$ cat src/rtl/demux_1to4_buf_pkg.sv
// Shared constants for the 1-to-4 buffered demultiplexer.
// Latency: n/a (package only).
// Backpressure: n/a (package only).
// Holds the port count, sel width, port-index encoding and a decode helper.
package demux_1to4_buf_pkg;

  localparam int NumPorts = 4;
  localparam int SelW     = 2;

  typedef logic [SelW-1:0] sel_t;

  // sel value addressing each output port
  typedef enum logic [SelW-1:0] {
    PORT0 = 2'd0,
    PORT1 = 2'd1,
    PORT2 = 2'd2,
    PORT3 = 2'd3
  } port_e;

  // One-hot decode of a port index
  function automatic logic [NumPorts-1:0] port_onehot(input sel_t s);
    logic [NumPorts-1:0] oh;
    oh = '0;
    for (int k = 0; k < NumPorts; k++) begin
      if (s == SelW'(k)) oh[k] = 1'b1;
    end
    return oh;
  endfunction

endpackage

$ cat src/rtl/demux_1to4_buf_if.sv
// Bus bundle between an upstream producer, the demux and its four consumers.
// Latency: n/a (wiring only).
// Backpressure: ready_o toward upstream, ready_i[3:0] from consumers.
// Signals: sel/valid_i/data_i/flush_i (upstream in), ready_o (to upstream),
//          valid_o/data0_o..data3_o (to consumers), ready_i (from consumers).
interface demux_1to4_buf_if #(parameter int Size = 64);
  import demux_1to4_buf_pkg::*;

  sel_t                sel;
  logic                valid_i;
  logic [Size-1:0]     data_i;
  logic                ready_o;
  logic                flush_i;
  logic [NumPorts-1:0] valid_o;
  logic [Size-1:0]     data0_o;
  logic [Size-1:0]     data1_o;
  logic [Size-1:0]     data2_o;
  logic [Size-1:0]     data3_o;
  logic [NumPorts-1:0] ready_i;

  // Environment side: drives upstream and consumer controls
  modport master (
    output sel, valid_i, data_i, flush_i, ready_i,
    input  ready_o, valid_o, data0_o, data1_o, data2_o, data3_o
  );

  // Demux side
  modport slave (
    input  sel, valid_i, data_i, flush_i, ready_i,
    output ready_o, valid_o, data0_o, data1_o, data2_o, data3_o
  );

endinterface

$ cat src/rtl/demux_1to4_buf_slot.sv
// One-entry output buffer: full flag plus data register.
// Latency: 1 cycle from load to full.
// Backpressure: holds its word while not drained; parent must only load when empty or draining.
// Ports: clk, rst_n, load, drain, flush, data_in -> full, data_out.
module demux_slot #(
  parameter int Size = 64
) (
  input  logic            clk,
  input  logic            rst_n,
  input  logic            load,
  input  logic            drain,
  input  logic            flush,
  input  logic [Size-1:0] data_in,
  output logic            full,
  output logic [Size-1:0] data_out
);

  always_ff @(posedge clk or negedge rst_n) begin
    if (!rst_n) begin
      full     <= 1'b0;
      data_out <= '0;
    end else begin
      // flush beats load; load beats drain so a same-cycle refill stays full
      if (flush)      full <= 1'b0;
      else if (load)  full <= 1'b1;
      else if (drain) full <= 1'b0;

      // data only changes on an accepted load; otherwise it holds
      if (load && !flush) data_out <= data_in;
    end
  end

endmodule

$ cat src/rtl/demux_1to4_buf.sv
// Routes one upstream word per cycle into one of four one-entry port buffers.
// Latency: 1 cycle from input acceptance to valid_o[sel].
// Backpressure: ready_o drops when the addressed slot is full and not draining, or on flush.
// Ports: clk, rst_n, bus (slave modport: sel, valid_i, data_i, flush_i, ready_i in;
//        ready_o, valid_o, data0_o..data3_o out).
module demux_1to4_buf
  import demux_1to4_buf_pkg::*;
#(
  parameter int Size = 64
) (
  input  logic                clk,
  input  logic                rst_n,
  demux_1to4_buf_if.slave     bus
);

  logic [NumPorts-1:0] full;
  logic [NumPorts-1:0] load;
  logic [NumPorts-1:0] drain;
  logic [NumPorts-1:0] sel_oh;
  logic [Size-1:0]     slot_dat [NumPorts];
  logic                rdy;

  assign sel_oh = port_onehot(bus.sel);

  // Only the addressed slot's state matters; valid_i is deliberately absent
  assign rdy   = ~bus.flush_i & (~full[bus.sel] | bus.ready_i[bus.sel]);
  assign load  = (bus.valid_i && rdy) ? sel_oh : '0;
  assign drain = full & bus.ready_i;

  for (genvar k = 0; k < NumPorts; k++) begin : g_slot
    demux_slot #(.Size(Size)) u_slot (
      .clk      (clk),
      .rst_n    (rst_n),
      .load     (load[k]),
      .drain    (drain[k]),
      .flush    (bus.flush_i),
      .data_in  (bus.data_i),
      .full     (full[k]),
      .data_out (slot_dat[k])
    );
  end

  assign bus.ready_o = rdy;
  assign bus.valid_o = full;
  assign bus.data0_o = slot_dat[0];
  assign bus.data1_o = slot_dat[1];
  assign bus.data2_o = slot_dat[2];
  assign bus.data3_o = slot_dat[3];

endmodule
$ cat src/flat_wrapper.sv
// flat-port wrapper written by rule: the top's interface ports become plain ports
module demux_1to4_buf_flat import demux_1to4_buf_pkg::*;
#(
  parameter int Size = 64
)
  (clk, rst_n, bus_sel, bus_valid_i, bus_data_i, bus_flush_i, bus_ready_i, bus_ready_o, bus_valid_o, bus_data0_o, bus_data1_o, bus_data2_o, bus_data3_o);
  demux_1to4_buf_if #(.Size(Size)) bus_i ();
  input  logic clk;
  input  logic rst_n;
  input wire logic [$bits(bus_i.sel)-1:0] bus_sel;
  input wire logic [$bits(bus_i.valid_i)-1:0] bus_valid_i;
  input wire logic [$bits(bus_i.data_i)-1:0] bus_data_i;
  input wire logic [$bits(bus_i.flush_i)-1:0] bus_flush_i;
  input wire logic [$bits(bus_i.ready_i)-1:0] bus_ready_i;
  output wire logic [$bits(bus_i.ready_o)-1:0] bus_ready_o;
  output wire logic [$bits(bus_i.valid_o)-1:0] bus_valid_o;
  output wire logic [$bits(bus_i.data0_o)-1:0] bus_data0_o;
  output wire logic [$bits(bus_i.data1_o)-1:0] bus_data1_o;
  output wire logic [$bits(bus_i.data2_o)-1:0] bus_data2_o;
  output wire logic [$bits(bus_i.data3_o)-1:0] bus_data3_o;
  assign bus_i.sel = bus_sel;
  assign bus_i.valid_i = bus_valid_i;
  assign bus_i.data_i = bus_data_i;
  assign bus_i.flush_i = bus_flush_i;
  assign bus_i.ready_i = bus_ready_i;
  assign bus_ready_o = bus_i.ready_o;
  assign bus_valid_o = bus_i.valid_o;
  assign bus_data0_o = bus_i.data0_o;
  assign bus_data1_o = bus_i.data1_o;
  assign bus_data2_o = bus_i.data2_o;
  assign bus_data3_o = bus_i.data3_o;
  demux_1to4_buf #(.Size(Size)) u_core (.clk(clk), .rst_n(rst_n), .bus(bus_i));
endmodule
$ cat config.mk
export PLATFORM = sky130hd
export DESIGN_NAME = demux_1to4_buf_flat
export DESIGN_NICKNAME = d
export VERILOG_FILES = /design/src/rtl/demux_1to4_buf_pkg.sv /design/src/rtl/demux_1to4_buf_if.sv /design/src/rtl/demux_1to4_buf_slot.sv /design/src/rtl/demux_1to4_buf.sv /design/src/flat_wrapper.sv
export SDC_FILE = /design/constraint.sdc
export NUM_CORES = 1
export LEC_CHECK = 0
export ABC_AREA = 1
export ABC_CLOCK_PERIOD_IN_PS = 1700
export CAP_MARGIN = 10
export CORE_MARGIN = 2
export CORE_UTILIZATION = 42
export CTS_BUF_LIST = sky130_fd_sc_hd__clkbuf_8 sky130_fd_sc_hd__clkbuf_16
export CTS_CLUSTER_DIAMETER = 150
export DETAILED_ROUTE_END_ITERATION = 16
export PLACE_DENSITY = 0.77
export SKIP_LAST_GASP = 1
export SLEW_MARGIN = 15
export SYNTH_ARGS = -nofsm -noshare
export SYNTH_HDL_FRONTEND = slang
export SYNTH_HIERARCHICAL = 1
export SYNTH_SLANG_ARGS = --single-unit
$ cat constraint.sdc
create_clock -name clk -period 1.7 [get_ports clk]
set_clock_uncertainty 0.2 [all_clocks]
set_input_delay 0.34 -clock clk [delete_from_list [all_inputs] [get_ports clk]]
set_output_delay 0.34 -clock clk [all_outputs]
set_load 0.02 [all_outputs]
==> qor.yml, run 1 <==
rsz0062_at_grt: "true"
final_antenna_net_count: 0
via_per_inst: 5.692
grt_overflow_total: 0
cp.arrival_ns: 2.35
async_reset_ff_share_pct: 100.0
clock_latency_ns: 0.53
wl_met2_um: 22130
synth_fa_ha_area_share_pct: 0
synth.avg_cell_area_sq_um: 8.975
fp-row-count: 57
ys_types: 12
highest_layer: "met4"
synth_compound_area_share_pct: 0.04758
synth_edf_count: 0
cp_max_fo: 10
tightest_slew_ns: 0.4046
syn-cell-area_sq_um: 10520
fillCellCount: 1776
finalNetCount: 1653
place.port_buffers: 334
slowest_delay_ns: 0.41
path_clk_slew_ns: 0.07
path_cells: "nand2_2 > nand2_2 > nand2_2 > nand2_2 > nand2_2 > nand3_4 > nor2_4 > nand2_8 > buf_12 > buf_12 > buf_16 > nand2_1 > nand2_1"
drive_gt1_share_pct: 43.75
cts_tree: "done"
coreArea_sq_um: 24460
synth-xor-area-share_pct: 0
synth_top_family_by_area: "simple AND/OR/NAND/NOR gates"
synthMuxAreaShare_pct: 0
hold_path_class: "in2async"
cts_buffers: 27
synth_top_area_share_pct: 61.85
m1WireLength_um: 16840
synth_commonest_cells: "nand2_1, dfrtp_1, nand3_1, buf_4, buf_2"
die-height_um: 162.3
timing.fmax_mhz: 470.0
drt_iter0_markers: 1204
placedInstanceArea_sq_um: 14430
dr.pass1.iters: 5
pwr-share-clk_pct: 29.4
grt_pass1_vias: 10750
slew_headroom_pct: 73.03
dp_hpwl_um: 23500
htree_num_levels: 1
cp-start-kind: "flip-flop"
cts_max_path_buffers: 3
synth_area_leaders: "dfrtp_1, nand2_1, nand3_1, buf_4, buf_2"
cp.buffers_inverters: 3
synthCells: 1172
switchingPower_mw: 7.373
worst_path_most_repeated_cell: "nand2_2"
grt_max_degree: 65
setup_viol: 269
synthFlopType: "dfrtp_1"
yosys.area_share.simple_pct: 32.28
cp.required_ns: 1.92
synth_nets: 1246
track_usage_pct: 33.18
hold_violations: 0
antenna_found_initial: 0
min_period_over_period_pct: 125.2
design_area_sq_um: 17040
synth_seq_area_share_pct: 61.85
ys_ff_latch: 260
vias: 10950
antenna_cells: 0
setup_tns_ns: -79.55
setup_slack_ns: -0.4277
ios: 335
vdd_drop_max_v: 0.0007980
synthToLayoutAreaGrowth_pct: 62.03
comb_power_share_pct: 28.9
post-route-util_pct: 69.67
critPathTopFamily: "simple AND/OR/NAND/NOR gates"
die_area_sq_um: 26330
detail_route.wl_per_cell_um: 24.33
critical_path_class: "reg2reg"
grt_pass1_wl_um: 66050
multiInputGateArea_sq_um: 4636
wl_um: 46820
synth_most_common_cell: "nand2_1"
gp_congestion: 0.8596
p_leak_nw: 8.894
power_density_nw_per_um2: 1196
start_util_pct: 43.00
root_buffer: "clkbuf_16"
switching_share_pct: 36.17
seqCellArea_sq_um: 6511
crit_slowest_cell: "dfrtp_2"
slew_violations: 0
max-cap-violations: 0
numClockSinks: 260
fin_crit_ns: 2.128
status: "complete, but fails checks"
drcViolationCount: 0
failed_checks: "negative setup slack"
ys_warn_count: 6
end_kind: "flip-flop"
die_x_um: 162.3
wl_met3_um: 5274
p_seq_share_pct: 41.7
intPower_mw: 13.01
synth_area_leader_cell: "dfrtp_1"
==> worst reg2reg max path, stage by stage, from the launching register on <==
cell     delay, ns
dfrtp_2       0.41
nand2_2       0.09
nand2_2       0.08
nand2_2       0.07
nand2_2       0.06
nand2_2       0.07
nand3_4       0.12
nor2_4        0.25
nand2_8       0.09
buf_12        0.15
buf_12        0.12
buf_16        0.14
nand2_1       0.07
nand2_1       0.08
==> cell families (layout without fill, tap and decap cells) <==
logic type / count (synthesis) / after routing
buffers and inverters: 97 / 523
AO/OA/AOI/OAI: 1 / 1
flip-flops: 260 / 260
AND/OR/NAND/NOR: 814 / 816
==> final timing paths <==
kind                                                            from                              endpoint  slack, ns  cells after the start
worst max-delay path                    u_core/g_slot[3].u_slot/full  u_core/g_slot[0].u_slot/data_out[21]      -0.43                     13
worst min register to register  u_core/g_slot[2].u_slot/data_out[38]  u_core/g_slot[2].u_slot/data_out[38]       0.27                      2
min in group clk                                      bus_data_i[60]  u_core/g_slot[0].u_slot/data_out[60]       0.26                      3
worst min-delay path                                           rst_n   u_core/g_slot[0].u_slot/data_out[2]        0.1                      2
max in group asynchronous                                      rst_n  u_core/g_slot[2].u_slot/data_out[25]       0.61                      3
worst max register to register          u_core/g_slot[3].u_slot/full  u_core/g_slot[0].u_slot/data_out[21]      -0.43                     13
==> layout make-up <==
cell class,instances,area share [%]
Sequential cell,260,38.20
Timing Repair Buffer,461,26.66
Clock inverter,15,0.6680
Multi-Input combinational cell,817,27.20
Inverter,12,0.2790
Tap cell,324,2.379
Clock buffer,35,4.610
==> power groups by stage <==
stage	combinational [mW]	sequential [mW]	clock (mW)
3_3_place_gp	6.15	8.30	0
2_1_floorplan	1.15	9.79	0
6_report	5.89	8.51	5.99
3_5_place_dp	6.26	8.33	0
4_1_cts	5.31	8.21	6.03
5_1_grt	6.23	8.61	6.31
==> per-stage QoR <==
step / std cells / total power [mW] / setup WS, ns / hold slack (ns)
global route: 1924 / 21.15 / -0.5046 / 0.1189
global placement: 1792 / 14.45 / -0.9252 / 0.06964
floorplan: 1172 / 10.94 / -0.02946 / -0.1556
CTS: 1904 / 19.55 / -0.3252 / 0.09389
detailed placement: 1792 / 14.59 / -0.9828 / 0.06783
finish: 1924 / 20.39 / -0.4277 / 0.09902
==> repair_timing <==
action | in CTS | in global routing
endpoints found under the setup margin | 521 | 266
pin swaps | 9 | 79
buffers inserted | 19 | 24
hold buffers | 1 | 0
cloned | 43 | 9
endpoints found under the hold margin | 260 | 0
resized for setup | 1115 | 357
==> per-layer routing <==
layer  up-vias  global-route usage, %
met1      5338                  42.39
met3       200                  8.682
li1       4603                      -
met4         0                  14.16
met2       810                  53.75
met5         -                      0
==> flip-flops by register name, summed over array words and instances (netlist names) <==
name                           cells
u_core/g_slot.u_slot/full          4
u_core/g_slot.u_slot/data_out    256
==> layout by cell type (no fill, tap or decap) <==
| cell | instances |
|---|---|
| clkdlybuf4s50_1 | 70 |
| dlygate4sd3_1 | 1 |
| nand2_2 | 134 |
| nand3_2 | 34 |
| bufinv_16 | 1 |
| nor2_4 | 5 |
| clkbuf_16 | 36 |
| nand2_4 | 74 |
| buf_12 | 48 |
| clkinv_2 | 4 |
| inv_2 | 4 |
| buf_8 | 3 |
| dlygate4sd2_1 | 2 |
| inv_4 | 1 |
| dfrtp_2 | 4 |
| buf_6 | 14 |
| nand3_4 | 5 |
| bufbuf_16 | 2 |
| inv_1 | 11 |
| dfrtp_1 | 256 |
| buf_4 | 23 |
| clkinvlp_4 | 3 |
| a21oi_1 | 1 |
| nor2_1 | 5 |
| nand3_1 | 221 |
| clkbuf_8 | 8 |
| nand2_8 | 5 |
| buf_16 | 33 |
| buf_2 | 255 |
| inv_6 | 3 |
| clkbuf_2 | 1 |
| nand2_1 | 333 |
Note: power is estimated with default switching activity, not from simulation.
==> run 2, diff against run 1 <==
Settings changed: ABC_CLOCK_PERIOD_IN_PS 1700 to unset.
==> results of run 2 <==
The final DEF is identical to that of run 1; final timing and power are the same.
==> run 3, diff against run 2 <==
Settings changed: ABC_CLOCK_PERIOD_IN_PS set to 1700.
==> results of run 3 <==
The final DEF is identical to that of run 1; final timing and power are the same.
